`src/rtl/rtc_bus_pkg.sv`:
```
// Shared encodings for the RTC bus sequencer: FSM states, transfer direction, phase defaults.
package rtc_bus_pkg;

    localparam int unsigned T_PHASE_DEF = 8;
    localparam int unsigned ADDR_W_DEF  = 8;
    localparam int unsigned TMR_W       = 8;

    typedef enum logic [2:0] {
        IDLE      = 3'd0,
        ADDR      = 3'd1,
        ADDR_HOLD = 3'd2,
        DATA      = 3'd3,
        RECOVER   = 3'd4
    } state_e;

    typedef enum logic {
        DIR_RD = 1'b0,
        DIR_WR = 1'b1
    } dir_e;

endpackage

```
`src/rtl/rtc_phase_timer.sv`:
```
// Phase timer: loadable down-counter; terminal count is flagged when the count reaches zero.
module rtc_phase_timer #(
    parameter int unsigned W = 8
) (
    input  logic         i_clk,
    input  logic         i_rst_n,
    input  logic         i_load,
    input  logic [W-1:0] i_load_val,
    output logic         o_tc_c
);

    logic [W-1:0] r_count;

    // Reload on state entry, otherwise count down and stop at zero.
    always_ff @(posedge i_clk) begin
        if (!i_rst_n) begin
            r_count <= '0;
        end else if (i_load) begin
            r_count <= i_load_val;
        end else if (r_count != '0) begin
            r_count <= r_count - W'(1);
        end
    end

    assign o_tc_c = (r_count == '0);

endmodule

```
`src/rtl/rtc_bus_sequencer.sv`:
```
// RTC bus sequencer: arbitrates write/read requesters and runs one timed
// address/data bus cycle per grant. Strobes are registered from the current state,
// so the pins follow the FSM by one cycle.
// Optional macro RTC_ARB_ROUND_ROBIN_EN: round-robin arbitration when both requests
// are pending; when undefined, write has fixed priority.
module rtc_bus_sequencer
    import rtc_bus_pkg::*;
#(
    parameter int unsigned T_PHASE = T_PHASE_DEF,
    parameter int unsigned ADDR_W  = ADDR_W_DEF
) (
    input  logic              CLK,
    input  logic              reset,
    input  logic              wr_req,
    input  logic [ADDR_W-1:0] wr_addr,
    input  logic [ADDR_W-1:0] wr_data,
    output logic              wr_ack,
    input  logic              rd_req,
    input  logic [ADDR_W-1:0] rd_addr,
    output logic [ADDR_W-1:0] rd_data,
    output logic              rd_valid,
    output logic [ADDR_W-1:0] bus_out,
    output logic              bus_oe,
    input  logic [ADDR_W-1:0] bus_in,
    output logic              CS,
    output logic              AD,
    output logic              RD,
    output logic              WR,
    output logic              busy
);

    localparam logic [TMR_W-1:0] LOAD_VAL = TMR_W'(T_PHASE - 1);

    state_e            r_state;
    state_e            w_state_nxt;
    dir_e              r_dir;
    logic [ADDR_W-1:0] r_addr;
    logic [ADDR_W-1:0] r_data;
    logic              w_tc;
    logic              w_load;
    logic              w_grant_any;
    logic              w_grant_wr;
    logic              w_cs;
    logic              w_ad;
    logic              w_rd;
    logic              w_wr;
    logic              w_oe;
    logic [ADDR_W-1:0] w_bus_out;
    logic              w_ack_nxt;
    logic              w_valid_nxt;

`ifdef RTC_ARB_ROUND_ROBIN_EN
    logic r_rr_wr;

    // Round-robin pointer: side preferred at the next contested grant.
    always_ff @(posedge CLK) begin
        if (!reset) begin
            r_rr_wr <= 1'b1;
        end else if (r_state == IDLE && w_grant_any) begin
            r_rr_wr <= ~w_grant_wr;
        end
    end

    // Arbitration: single request wins, contention goes to the preferred side.
    always_comb begin
        w_grant_any = wr_req | rd_req;
        w_grant_wr  = wr_req & (~rd_req | r_rr_wr);
    end
`else
    // Arbitration: fixed priority, write wins.
    always_comb begin
        w_grant_any = wr_req | rd_req;
        w_grant_wr  = wr_req;
    end
`endif

    // Phase timer reloaded on every state change.
    assign w_load = (w_state_nxt != r_state);

    rtc_phase_timer #(
        .W (TMR_W)
    ) u_timer (
        .i_clk      (CLK),
        .i_rst_n    (reset),
        .i_load     (w_load),
        .i_load_val (LOAD_VAL),
        .o_tc_c     (w_tc)
    );

    // State register.
    always_ff @(posedge CLK) begin
        if (!reset) begin
            r_state <= IDLE;
        end else begin
            r_state <= w_state_nxt;
        end
    end

    // Next-state logic: IDLE waits for a request, other states last one phase.
    always_comb begin
        w_state_nxt = r_state;
        case (r_state)
            IDLE:      if (w_grant_any) w_state_nxt = ADDR;
            ADDR:      if (w_tc)        w_state_nxt = ADDR_HOLD;
            ADDR_HOLD: if (w_tc)        w_state_nxt = DATA;
            DATA:      if (w_tc)        w_state_nxt = RECOVER;
            RECOVER:   if (w_tc)        w_state_nxt = IDLE;
            default:                    w_state_nxt = IDLE;
        endcase
    end

    // Latch the granted transfer so later input changes cannot disturb it.
    always_ff @(posedge CLK) begin
        if (!reset) begin
            r_dir  <= DIR_RD;
            r_addr <= '0;
            r_data <= '0;
        end else if (r_state == IDLE && w_grant_any) begin
            r_dir  <= w_grant_wr ? DIR_WR : DIR_RD;
            r_addr <= w_grant_wr ? wr_addr : rd_addr;
            r_data <= wr_data;
        end
    end

    // Output decode from the current state.
    always_comb begin
        w_cs        = 1'b1;
        w_ad        = 1'b1;
        w_rd        = 1'b1;
        w_wr        = 1'b1;
        w_oe        = 1'b0;
        w_bus_out   = bus_out;
        w_ack_nxt   = (r_state == DATA) && w_tc && (r_dir == DIR_WR);
        w_valid_nxt = (r_state == DATA) && w_tc && (r_dir == DIR_RD);
        case (r_state)
            ADDR: begin
                w_cs      = 1'b0;
                w_ad      = 1'b0;
                w_oe      = 1'b1;
                w_bus_out = r_addr;
            end
            ADDR_HOLD: begin
                w_cs      = 1'b0;
                w_oe      = 1'b1;
                w_bus_out = r_addr;
            end
            DATA: begin
                w_cs = 1'b0;
                if (r_dir == DIR_WR) begin
                    w_wr      = 1'b0;
                    w_oe      = 1'b1;
                    w_bus_out = r_data;
                end else begin
                    w_rd = 1'b0;
                end
            end
            default: ;
        endcase
    end

    // Output registers; read data is captured while RD is still low.
    always_ff @(posedge CLK) begin
        if (!reset) begin
            CS       <= 1'b1;
            AD       <= 1'b1;
            RD       <= 1'b1;
            WR       <= 1'b1;
            bus_oe   <= 1'b0;
            bus_out  <= '0;
            wr_ack   <= 1'b0;
            rd_valid <= 1'b0;
            rd_data  <= '0;
            busy     <= 1'b0;
        end else begin
            CS       <= w_cs;
            AD       <= w_ad;
            RD       <= w_rd;
            WR       <= w_wr;
            bus_oe   <= w_oe;
            bus_out  <= w_bus_out;
            wr_ack   <= w_ack_nxt;
            rd_valid <= w_valid_nxt;
            busy     <= (w_state_nxt != IDLE);
            if (w_valid_nxt) begin
                rd_data <= bus_in;
            end
        end
    end

endmodule

```
`config.mk`:
```
export PLATFORM = sky130hd
export DESIGN_NAME = rtc_bus_sequencer
export DESIGN_NICKNAME = d
export VERILOG_FILES = /design/src/rtl/rtc_bus_pkg.sv /design/src/rtl/rtc_phase_timer.sv /design/src/rtl/rtc_bus_sequencer.sv
export SDC_FILE = /design/constraint.sdc
export NUM_CORES = 1
export LEC_CHECK = 0
export BUFFER_PORTS_ARGS = -buffer_cell sky130_fd_sc_hd__buf_2
export CAP_MARGIN = 0
export CORE_ASPECT_RATIO = 0.8
export CORE_MARGIN = 5
export CORE_UTILIZATION = 45
export CTS_CLUSTER_SIZE = 40
export DETAILED_ROUTE_END_ITERATION = 10
export GPL_TIMING_DRIVEN = 0
export PLACE_DENSITY_LB_ADDON = 0.15
export SYNTH_ARGS = -nofsm -noshare
export SYNTH_HDL_FRONTEND = slang
export SYNTH_SLANG_ARGS = --single-unit
```
`constraint.sdc`:
```
create_clock -name CLK -period 6.15 [get_ports CLK]
set_input_delay 0.3075 -clock CLK [delete_from_list [all_inputs] [get_ports CLK]]
set_output_delay 0.3075 -clock CLK [all_outputs]
set_load 0.01 [all_outputs]
```
* After elaboration in Yosys (flattened, before gate mapping)
Index checks and enable logic that the tools add are counted.
W data, S select, Z words.
** Cells by class
- Add/subtract/negate cells :: 1
- Muxes and demuxes :: 17
- Reductions and logical operators :: 15
- Equality and inequality tests :: 6
- Bitwise operators :: 3
** Operator list (number)
- $mux W3 :: 7
- $mux W8 :: 2
- $pmux W8 S2 :: 1
- $pmux W3 S5 :: 1
- $logic_not A8 Y1 :: 1
- $reduce_bool A8 Y1 :: 1
- $sub A8 B1 Y8 const B :: 1
- $eq A3 B2 Y1 const B :: 2
- $mux W1 :: 5
- $logic_and A1 B1 Y1 :: 4
- $reduce_and A2 Y1 :: 2
- $reduce_bool A2 Y1 :: 2
- $reduce_or A2 Y1 :: 2
- $eq A3 B1 Y1 const B :: 1
- $eq A3 B3 Y1 const B :: 1
- $logic_not A3 Y1 :: 1
- $ne A3 B3 Y1 :: 1
- $reduce_bool A3 Y1 :: 1
- $reduce_or A3 Y1 :: 1
- $ne A2 B2 Y1 const B :: 1
- $not A1 Y1 :: 2
- $pmux W1 S2 :: 1
- $or A1 B1 Y1 :: 1
** Word-level totals
- Bits of input ports :: 36
- Output and inout port bits :: 24
- Register bits :: 52
- Word-level logic and storage cells :: 58

* Depth between registers and ports, before layout
- Depth after elaboration :: 5
- Depth in mapped cells :: 7
- Mapped depth without buffers :: 6

* By module
From an unflattened synthesis, not the netlist that was laid out.
** Second synthesis, totals
- Cell total of the unflattened synthesis :: 259
- Area total of the unflattened synthesis :: 2317.2 um^2
** Modules (own cells, without submodules)
- rtc_bus_sequencer :: instances 1, cells an instance 208, seq. area each 880.8 um^2, area each 1859.3 um^2
- rtc_phase_timer :: instances 1, cells an instance 51, seq. area each 160.2 um^2, area each 457.9 um^2

* Worst setup path after synthesis
No wires, ideal clock.
- Path kind :: register to register
- Start point :: register u_timer.r_count[0]
- End point :: register rd_data[0]
- Arrival time :: 1.834 ns
- Setup slack :: 4.189 ns
- Buffers on the path :: 1
- Library setup time :: 0.128 ns
- Cell stages (with the launch flop) :: 8
- Data required time :: 6.022 ns
- Period minus slack after synthesis :: 1.961 ns
- Path through :: dfxtp_1 > inv_1 > ha_1 > or3b_2 > or4_4 > buf_6 > mux2i_1 > nor2_1
** Between the ends
- Word-level cells in the longest chain between the ends :: 3
** RTL lines
- from (decl) :: RTL line rtc_phase_timer.sv:12 : logic [W-1:0] r_count;
- from (signal assigned) :: RTL line rtc_phase_timer.sv:19 : r_count <= i_load_val;
- from (signal assigned) :: RTL line rtc_phase_timer.sv:21 : r_count <= r_count - W'(1);
- $logic_not A8 Y1 :: RTL line rtc_phase_timer.sv:25 : assign o_tc_c = (r_count == '0);
- $logic_and A1 B1 Y1 (2 in a row) :: RTL line rtc_bus_sequencer.sv:134 : w_valid_nxt = (r_state == DATA) && w_tc && (r_dir == DIR_RD);
- to (signal assigned) :: RTL line rtc_bus_sequencer.sv:185 : rd_data <= bus_in;
- to (decl) :: RTL line rtc_bus_sequencer.sv:20 : output logic [ADDR_W-1:0] rd_data,
Every way passes these cells.
A chain may end at the register's enable or synchronous reset.

* Final worst setup path
- Start point :: register u_timer.r_count[0]
- End point :: register rd_data[5]
The elaborated chain is that of the path after synthesis.

==> flow_results.xml <==
<?xml version="1.0" encoding="UTF-8"?>
<metrics>
  <group name="timing">
    <metric name="final_hold_viol_count" unit="">0</metric>
    <metric name="totalNegativeSetupSlack" unit="ns">0</metric>
    <metric name="min_period" unit="ns">2.13</metric>
    <metric name="tightestPinTransition" unit="ns">0.867</metric>
    <metric name="setup_viol" unit="">0</metric>
    <metric name="setup_repair_after_global_routing_missed_its_margin" unit="">false</metric>
    <metric name="timing.clock.skew" unit="ns">0.00746</metric>
    <metric name="finalMaxSlewViolations" unit="">0</metric>
    <metric name="min_period_over_period" unit="%">34.6</metric>
    <metric name="slew-limit-headroom" unit="%">41.6</metric>
    <metric name="timing.fmax" unit="MHz">469</metric>
  </group>
  <group name="clocking">
    <metric name="clk_transition_reported_paths" unit="ns">0.09</metric>
    <metric name="cts_resized" unit="">0</metric>
    <metric name="clkLatencyLatePin" unit="ns">0.31</metric>
    <metric name="cts.sink_count" unit="">52</metric>
    <metric name="htree_num_levels" unit="">2</metric>
    <metric name="post_cts_buffers" unit="">0</metric>
    <metric name="clk_root_buffer_cell" unit="">sky130_fd_sc_hd__clkbuf_8</metric>
    <metric name="cts_max_path_buffers" unit="">2</metric>
    <metric name="numCtsBuffers" unit="">5</metric>
    <metric name="clock_tree_from_tritoncts" unit="">yes</metric>
    <metric name="postCtsHoldBufs" unit="">0</metric>
  </group>
  <group name="drt">
    <metric name="route.detailed.vias_per_inst" unit="">5.15</metric>
    <metric name="dr_iter_0_viols" unit="">119</metric>
    <metric name="drtPass1Iterations" unit="">4</metric>
    <metric name="wl_per_cell" unit="µm">13.9</metric>
    <metric name="post-route-drc-count" unit="">0</metric>
    <metric name="detail-route-antenna-nets" unit="">0</metric>
    <metric name="finalWirelength" unit="µm">5050</metric>
    <metric name="vias" unit="">1874</metric>
  </group>
  <group name="synth">
    <metric name="synth_area_per_cell" unit="µm²">8.85</metric>
    <metric name="synth_largest_type_area_fraction" unit="%">49.4</metric>
    <metric name="mappedNetlistNets" unit="">276</metric>
    <metric name="netlist.top_cell.by_area" unit="">sky130_fd_sc_hd__dfxtp_1</metric>
    <metric name="synthCells" unit="">238</metric>
    <metric name="synthesis.area" unit="mm²">0.00211</metric>
    <metric name="ys_seq_area_share" unit="%">49.4</metric>
    <metric name="synth-warning-count" unit="">0</metric>
    <metric name="synth_top_cells_by_area" unit="">sky130_fd_sc_hd__dfxtp_1 (49%), sky130_fd_sc_hd__mux2i_1 (8.6%), sky130_fd_sc_hd__nand2_1 (8.6%)</metric>
    <metric name="post_synth_num_cell_types" unit="">32</metric>
    <metric name="synth.ff_latch_count" unit="">52</metric>
  </group>
  <group name="power_and_ir_drop">
    <metric name="power_per_cell_area" unit="mW/mm²">384</metric>
    <metric name="vdd_drop_max" unit="V">0.000194</metric>
    <metric name="report.power.total" unit="mW">0.986</metric>
    <metric name="static-leakage-power" unit="nW">1.19</metric>
  </group>
  <group name="placed_design">
    <metric name="routabilityCongestion" unit="">0.870</metric>
    <metric name="port_buffers" unit="">58</metric>
    <metric name="dpl.hpwl" unit="µm">3660</metric>
  </group>
  <group name="die">
    <metric name="dieArea" unit="mm²">0.00616</metric>
    <metric name="die_w" unit="µm">86.5</metric>
    <metric name="die_y" unit="µm">71.2</metric>
    <metric name="num_rows" unit="">22</metric>
    <metric name="floorplan.initialDensity" unit="%">46.1</metric>
    <metric name="core" unit="mm²">0.00457</metric>
    <metric name="floorplan.io_pins" unit="">60</metric>
  </group>
  <group name="critical_path">
    <metric name="critPathArrivalTime" unit="ns">2.32</metric>
    <metric name="timing.critical_path.buf_inv" unit="">2</metric>
    <metric name="crit_end_category" unit="">register</metric>
    <metric name="req_time_crit_path" unit="ns">6.34</metric>
    <metric name="critPathTopFamily" unit="">simple AND/OR/NAND/NOR gates</metric>
    <metric name="critical_path.startpoint_type" unit="">register</metric>
    <metric name="critPathMaxFanout" unit="">9</metric>
    <metric name="criticalPathCategory" unit="">reg2reg</metric>
    <metric name="crit_slowest_cell" unit="">sky130_fd_sc_hd__or4_4</metric>
    <metric name="critPathMaxStageDelay" unit="ns">0.51</metric>
    <metric name="path_cells" unit="">inv_1 &gt; ha_1 &gt; or3b_2 &gt; or4_4 &gt; buf_6 &gt; mux2i_1 &gt; nor2_1</metric>
  </group>
  <group name="global_route">
    <metric name="antenna_violations_before_repair" unit="">0</metric>
    <metric name="grt_max_degree" unit="">16</metric>
    <metric name="number_of_global_route_vias_before_repair" unit="">1778</metric>
    <metric name="grt_pass1_wl" unit="µm">8350</metric>
    <metric name="globalRouteOverflowTotal" unit="">0</metric>
    <metric name="global_route.usage.total" unit="%">17.2</metric>
  </group>
  <group name="final_layout">
    <metric name="drive_above_1_share" unit="%">23.7</metric>
    <metric name="mostFrequentLayoutCell" unit="">sky130_fd_sc_hd__buf_2</metric>
    <metric name="layout-area-overhead-vs-synth" unit="%">21.8</metric>
    <metric name="antenna-diode-count" unit="">0</metric>
    <metric name="layout.nets" unit="">341</metric>
    <metric name="layout_common_cells" unit="">sky130_fd_sc_hd__buf_2 (58), sky130_fd_sc_hd__dfxtp_1 (52), sky130_fd_sc_hd__nand2_1 (48), sky130_fd_sc_hd__nor2_1 (32), sky130_fd_sc_hd__mux2i_1 (18)</metric>
  </group>
  <group name="run">
    <metric name="number_of_max_capacitance_violations_reported" unit="">0</metric>
  </group>
  <group name="outcome">
    <metric name="status" unit="">complete, no violations</metric>
  </group>
  <group name="worst_hold_path">
    <metric name="worst_hold_path_type" unit="">in2reg</metric>
  </group>
</metrics>
## flip-flops by register name (all words and copies together), names as in the netlist, 3 cells and up
name,flops
r_data,8
u_timer.r_count,8
rd_data,8
r_addr,8
bus_out,8
r_state,3
## synthesized netlist by cell type
| cell | number |
|---|---|
| sky130_fd_sc_hd__dfxtp_1 | 52 |
| sky130_fd_sc_hd__nand2_1 | 48 |
| sky130_fd_sc_hd__nor2_1 | 32 |
| sky130_fd_sc_hd__mux2i_1 | 18 |
| sky130_fd_sc_hd__a21oi_1 | 12 |
| sky130_fd_sc_hd__clkbuf_1 | 12 |
| sky130_fd_sc_hd__a211oi_1 | 10 |
| sky130_fd_sc_hd__a32oi_1 | 8 |
| sky130_fd_sc_hd__a21o_1 | 4 |
| sky130_fd_sc_hd__inv_1 | 4 |
| sky130_fd_sc_hd__nand3_1 | 4 |
| sky130_fd_sc_hd__o21ai_0 | 3 |
| sky130_fd_sc_hd__xor2_1 | 3 |
| sky130_fd_sc_hd__ha_1 | 2 |
| sky130_fd_sc_hd__nand2b_1 | 2 |
| sky130_fd_sc_hd__nor3b_1 | 2 |
| sky130_fd_sc_hd__nor4_1 | 2 |
| sky130_fd_sc_hd__or2_2 | 2 |
| sky130_fd_sc_hd__or3_1 | 2 |
| sky130_fd_sc_hd__or4_1 | 2 |
| sky130_fd_sc_hd__or4_4 | 2 |
| sky130_fd_sc_hd__xnor2_1 | 2 |
| sky130_fd_sc_hd__a211o_1 | 1 |
| sky130_fd_sc_hd__and4b_1 | 1 |
| sky130_fd_sc_hd__buf_6 | 1 |
| sky130_fd_sc_hd__nand3b_1 | 1 |
| sky130_fd_sc_hd__nand4_1 | 1 |
| sky130_fd_sc_hd__nor2b_1 | 1 |
| sky130_fd_sc_hd__nor3_2 | 1 |
| sky130_fd_sc_hd__o211ai_1 | 1 |
| sky130_fd_sc_hd__o31ai_1 | 1 |
| sky130_fd_sc_hd__or3b_2 | 1 |
## worst paths after layout
path | slack [ns] | to | cells past startpoint | from
setup / recovery | 4.02 | rd_data[5] | 7 | u_timer.r_count[0]
hold / removal | 0.23 | r_data[3] | 3 | wr_data[3]
setup reg to reg | 4.02 | rd_data[5] | 7 | u_timer.r_count[0]
hold reg to reg | 0.45 | bus_out[2] | 2 | bus_out[2]
## layer usage
metal	GRT usage, %	part of all wire [%]	vias to the layer above
li1	-	-	951
met1	24.2	49	861
met2	25.0	43	56
met3	4.77	7.2	6
met4	6.23	1.0	0
met5	0	0	-
## tightest hold or removal path: cells and delay by family
kind / cells / cell delay [ns]
buffers and inverters: 1 / 0.09
AND/OR/NAND/NOR: 1 / 0.04
AO/OA/AOI/OAI: 1 / 0.05
## metrics by stage
stage / cells / worst slack [ns] / cell area [µm²] / util (%) / hold WS (ns)
5_1_grt: 364 / 3.88 / 2570 / 56.2 / 0.225
2_1_floorplan: 238 / 4.19 / 2110 / - / 0.421
6_report: 364 / 4.02 / 2570 / 56.2 / 0.225
3_3_place_gp: 356 / 4.05 / 2470 / 54.1 / 0.440
3_5_place_dp: 356 / 4.02 / 2470 / 54.1 / 0.440
4_1_cts: 364 / 4.01 / 2570 / 56.2 / 0.214
## final cells by class
class,instances,area (µm²)
clock inverter,1,7.51
multi-input combinational,169,995
clock buffer,7,86.3
timing repair buffer,58,290
sequential,52,1040
tap,60,75.1
inverter,4,15.0
fill,481,2000
buffer,13,56.3
## power by group
part           switching [mW]  internal [mW]  leakage, nW
clock network           0.109         0.0916       0.0445
logic                   0.195          0.137        0.716
registers              0.0477          0.406        0.427
total                   0.352          0.634         1.19
## kinds of logic (layout without fill, tap and decap cells)
| logic type | Yosys count | in the layout | share of synthesized area, % |
|---|---|---|---|
| fa+ha+maj | 2 | 2 | 1.19 |
| flops | 52 | 52 | 49.4 |
| buf+inv | 17 | 83 | 3.38 |
| compound gates | 40 | 40 | 13.0 |
| xor+xnor | 5 | 5 | 2.08 |
| simple gates | 104 | 104 | 22.4 |
| mux | 18 | 18 | 8.55 |
Power figures use the tool's default switching activity.
